### config.mk
export PLATFORM = sky130hd
export DESIGN_NAME = match_scanner
export DESIGN_NICKNAME = d
export VERILOG_FILES = /design/src/rtl/match_scanner.sv
export SDC_FILE = /design/constraint.sdc
export NUM_CORES = 1
export LEC_CHECK = 0
export CORE_AREA = 2 2 245 247
export CTS_CLUSTER_DIAMETER = 200
export CTS_CLUSTER_SIZE = 14
export DETAILED_ROUTE_END_ITERATION = 8
export DIE_AREA = 0 0 247 249
export PLACE_DENSITY = 0.65
export SYNTH_ARGS = -nofsm -noshare
export SYNTH_HDL_FRONTEND = slang
export SYNTH_SLANG_ARGS = --single-unit
### constraint.sdc
create_clock -name clk -period 15.1 [get_ports clk]
set_clock_uncertainty 0.15 [all_clocks]
set_input_delay 3.02 -clock clk [delete_from_list [all_inputs] [get_ports clk]]
set_output_delay 3.02 -clock clk [all_outputs]
set_load 0.01 [all_outputs]
### src/rtl/match_scanner.sv
// match_scanner: scans a snapshot of an 8x8 board of 3-bit cells for
// horizontal and vertical runs of MIN_RUN equal non-empty cells, one
// cell index per clock, and reports the union of all matching cells.
//
// Optional feature: define MATCH_SCORE_EN to build a saturating score
// accumulator that adds match_count at the end of every scan. Without
// the macro, score is tied to zero and no accumulator is built.
module match_scanner #(
  parameter int MIN_RUN = 3
) (
  input  logic         clk,
  input  logic         rst_n,
  input  logic         start,
  input  logic [191:0] board_flat,
  output logic         busy,
  output logic         done,
  output logic [63:0]  match_mask,
  output logic [6:0]   match_count,
  output logic         match_found,
  output logic [15:0]  score
);

  typedef enum logic [1:0] {
    IDLE = 2'd0,
    SCAN = 2'd1,
    DONE = 2'd2
  } state_t;

  state_t        state;
  logic [191:0]  snap;
  logic [5:0]    idx;
  logic [63:0]   hits;
  logic [63:0]   mask_next;
  logic [6:0]    count_next;
  logic          last_cell;

  // Cell (r,c) of a flattened board.
  function automatic logic [2:0] cell_at(input logic [191:0] b,
                                         input int r, input int c);
    return b[8'((r * 8 + c) * 3) +: 3];
  endfunction

  // Number of set bits in a 64-bit mask.
  function automatic logic [6:0] popcount64(input logic [63:0] m);
    logic [6:0] n;
    n = '0;
    for (int i = 0; i < 64; i++) begin
      n = n + {6'd0, m[i]};
    end
    return n;
  endfunction

  // Unsigned add that clamps at the 16-bit ceiling instead of wrapping.
  function automatic logic [15:0] sat_add16(input logic [15:0] a,
                                            input logic [6:0]  b);
    logic [16:0] s;
    s = {1'b0, a} + {10'd0, b};
    return s[16] ? 16'hFFFF : s[15:0];
  endfunction

  // Run detection anchored at the current cell: a run of MIN_RUN going
  // right and one going down, both checked in the same cycle. Longer and
  // overlapping runs fall out of the OR across successive anchors.
  always_comb begin : hit_calc
    int         r;
    int         c;
    logic [2:0] base;
    logic       h_eq;
    logic       v_eq;
    hits = '0;
    r    = int'(idx[5:3]);
    c    = int'(idx[2:0]);
    base = cell_at(snap, r, c);
    h_eq = (base != 3'd0) && (c + MIN_RUN <= 8);
    v_eq = (base != 3'd0) && (r + MIN_RUN <= 8);
    for (int k = 1; k < MIN_RUN; k++) begin
      if (c + k < 8) begin
        if (cell_at(snap, r, c + k) != base) h_eq = 1'b0;
      end
      if (r + k < 8) begin
        if (cell_at(snap, r + k, c) != base) v_eq = 1'b0;
      end
    end
    for (int k = 0; k < MIN_RUN; k++) begin
      if (h_eq && (c + k < 8)) hits[6'(r * 8 + c + k)] = 1'b1;
      if (v_eq && (r + k < 8)) hits[6'((r + k) * 8 + c)] = 1'b1;
    end
  end

  assign mask_next  = match_mask | hits;
  assign count_next = popcount64(mask_next);
  assign last_cell  = (state == SCAN) && (idx == 6'd63);

  // Board snapshot taken when a scan is accepted; pure data, no reset.
  always_ff @(posedge clk) begin
    if (state == IDLE && start) snap <= board_flat;
  end

  // Scan controller: IDLE -> SCAN (64 cells) -> DONE (one cycle) -> IDLE.
  always_ff @(posedge clk or negedge rst_n) begin
    if (!rst_n) begin
      state       <= IDLE;
      busy        <= 1'b0;
      done        <= 1'b0;
      match_mask  <= '0;
      match_count <= '0;
      match_found <= 1'b0;
      idx         <= '0;
    end else begin
      case (state)
        IDLE: begin
          done <= 1'b0;
          if (start) begin
            match_mask <= '0;
            idx        <= '0;
            busy       <= 1'b1;
            state      <= SCAN;
          end
        end
        SCAN: begin
          match_mask <= mask_next;
          idx        <= idx + 6'd1;
          if (idx == 6'd63) begin
            busy        <= 1'b0;
            done        <= 1'b1;
            match_count <= count_next;
            match_found <= |mask_next;
            state       <= DONE;
          end
        end
        DONE: begin
          done  <= 1'b0;
          state <= IDLE;
        end
        default: begin
          busy  <= 1'b0;
          done  <= 1'b0;
          state <= IDLE;
        end
      endcase
    end
  end

`ifdef MATCH_SCORE_EN
  // Running score: add the final count of each scan, clamped at 16'hFFFF.
  always_ff @(posedge clk or negedge rst_n) begin
    if (!rst_n) begin
      score <= '0;
    end else if (last_cell) begin
      score <= sat_add16(score, count_next);
    end
  end
`else
  assign score = '0;
  logic unused_score_inputs;
  assign unused_score_inputs = last_cell;
`endif

endmodule

==> results.sh <==
export IMPL_finalInstanceArea_um2=28700
export IMPL_core_um2=58700
export IMPL_drtIter0Drc=4200
export IMPL_path_buf_inv=8
export IMPL_hpwl_um=86900
export IMPL_yosys_area_top_type="edfxtp_1"
export IMPL_wirelength_um=115000
export IMPL_multi_input_area_um2=18000
export IMPL_ys_flop_type="edfxtp_1"
export IMPL_synth_warnings=0
export IMPL_gp_congestion=1.06
export IMPL_top_layer="met5"
export IMPL_slew_headroom_pct=16.4
export IMPL_final_common_cell="nand2_1"
export IMPL_synth_cell_area_um2=25700
export IMPL_maxCapViolCount=0
export IMPL_status="finished, final reports clean"
export IMPL_synthArstFlopShare_pct=38.7
export IMPL_vias=25100
export IMPL_cp_required_ns=15.45
export IMPL_drt_pass1_iter_count=7
export IMPL_clk_latency_ns=0.55
export IMPL_final_cell_mix="nand2_1 (239), clkdlybuf4s50_1 (205), mux2i_1 (178)"
export IMPL_crit_start="idx[2]"
export IMPL_worstReg2RegStart="idx[2]"
export IMPL_crit_family="adder cells"
export IMPL_chipWidth_um=247
export IMPL_met3_length_um=17400
export IMPL_initial_utilization_pct=43.8
export IMPL_routedLengthMet1_um=46600
export IMPL_place_area_um2=28100
export IMPL_post_cts_buffers=0
export IMPL_rows=89
export IMPL_ios=285
export IMPL_clk_path_buf_depth=3
export IMPL_drc=0
export IMPL_wl_per_cell_um=32.3
export IMPL_grt_start_max_net_pins=123
export IMPL_cts_num_sinks=212
export IMPL_htreeDepth=1
export IMPL_crit_type="reg -> reg"
export IMPL_ctsResizeCount=0
export IMPL_crit_fanout=14
export IMPL_drive_gt1_share_pct=14.6
export IMPL_cts_tree="built"
export IMPL_synth_top_area_share_pct=15.2
export IMPL_syn_area_per_cell_um2=9.59
export IMPL_hold_class="reg -> reg"
export IMPL_finalHoldViolations=0
export IMPL_clkTransAtPathRegs_ns=0.07
export IMPL_wl_met2_um=45800
export IMPL_die_h_um=249
export IMPL_synth_cell_types=111
export IMPL_synthToLayoutAreaGrowth_pct=11.7
export IMPL_synth_seq_cells=212
export IMPL_crit_top_cell="fa_1"
export IMPL_nets=3093
export IMPL_worstMarginPinSlew_ns=1.25
export IMPL_crit_arrival_ns=14.55
export IMPL_register_area_um2=5960
export IMPL_cts_hold_buffers=0
export IMPL_post_route_min_period_ns=14.21
export IMPL_setup_viol=0
export IMPL_cts_root_buf="clkbuf_16"
export IMPL_maxSlewViolCount=0
export IMPL_ant_nets=0
export IMPL_die_area_um2=61500
export IMPL_cts_buffers=19
export IMPL_hold_slack_ns=0.345
export IMPL_yosysSeqAreaShare_pct=23.2
export IMPL_grt_pass1_wl_um=166000
export IMPL_fillers=5452
export IMPL_grt_usage_pct=36.4
export IMPL_hold_start="match_count[5]"
export IMPL_max_stage_delay_ns=0.71
export IMPL_grt_overflow=0
export IMPL_tns_ns=0
export IMPL_ys_top_cells_by_area="edfxtp_1 (15%), mux4_2 (14%), dfrtp_1 (8.0%), mux2i_1 (6.9%), fa_1 (4.8%)"
export IMPL_drt_vias_per_instance=7.08
export IMPL_synth_edf_count=130
export IMPL_fin_crit_sh_pct=94.1
export IMPL_antenna_found_initial=7
export IMPL_portBuffers=206
export IMPL_slowest_stage="fa_1"
export IMPL_critPathLaunchType="flop"
export IMPL_grt_pass1_vias=23400
export IMPL_synthCells=2679
export IMPL_fmax_mhz=70.4
export IMPL_end_kind="flop"
export IMPL_rsz0062_at_grt="no"
[metrics by stage]
step	utilization, %	worst slack [ns]	std cells
floorplan	-	2.88	2694
global placement	47.9	1.45	3515
detailed placement	47.9	1.33	3515
CTS	48.9	1.28	3547
global route	48.9	0.258	3547
finish	48.9	0.892	3548
[cell type report]
type / count / share of cell area, %
Clock buffer: 30 / 1.80
Antenna cell: 1 / 0.00872
Tap cell: 773 / 3.37
Sequential cell: 212 / 20.8
Clock inverter: 2 / 0.0872
Inverter: 132 / 1.74
Timing Repair Buffer: 286 / 9.41
Multi-Input combinational cell: 2112 / 62.8
[registers in the layout, indices dropped and copies added (netlist names)]
signal and flops:
done 1, idx 6, match_mask 64, snap 130
busy 1, state 2, match_count 7, match_found 1
[worst paths after layout]
path	end	slack (ns)	depth (start not counted)
worst max-delay path	match_count[6]	0.89	43
worst min-delay path	match_count[5]	0.34	2
worst max register to register	match_count[6]	0.89	43
worst min register to register	match_count[5]	0.34	2
max in group asynchronous	idx[0]	11.40	2
min in group asynchronous	match_mask[55]	2.21	1
[worst register-to-register path: cells and delay by family (launching register included)]
| family | cells | cell delay [ns] |
|---|---|---|
| fa+ha+maj | 13 | 6.20 |
| compound gates | 12 | 3.68 |
| simple gates | 7 | 1.61 |
| buf+inv | 8 | 1.32 |
| xor+xnor | 3 | 0.61 |
| flops | 1 | 0.56 |
[cells by family (layout without fill, tap and decap cells)]
| logic type | count (synthesis) | after routing | synth area share (%) |
|---|---|---|---|
| buf+inv | 370 | 450 | 7.38 |
| fa+ha+maj | 135 | 135 | 8.36 |
| xor+xnor | 61 | 61 | 2.11 |
| mux | 418 | 418 | 24.6 |
| simple gates | 728 | 728 | 13.6 |
| flops | 212 | 212 | 23.2 |
| compound gates | 754 | 754 | 20.8 |
| other cells | 1 | 17 | 0.0146 |
[per-layer routing]
layer,vias up,GRT usage [%]
li1,10500,-
met1,12400,53.0
met2,1955,49.3
met3,301,13.5
met4,12,11.9
met5,-,0
[cell usage after synthesis, types with 31 or more instances]
library cell / number
buf_4: 43
mux4_2: 162
edfxtp_1: 130
nor2_1: 175
nand3_1: 70
fa_1: 61
dfrtp_1: 82
o22ai_1: 33
a21o_1: 31
mux2_2: 77
and2_1: 34
a22o_1: 32
a31oi_1: 44
xnor2_1: 38
buf_2: 50
a21oi_1: 129
o21ai_0: 142
nand2_1: 239
clkbuf_1: 102
o211ai_1: 47
mux2i_1: 178
ha_1: 74
a211oi_1: 54
inv_1: 124
nor3_1: 37
Power is left out: the tool's default activity adds up to more than one toggle a clock period on the data nets, which glitch-free logic cannot reach.
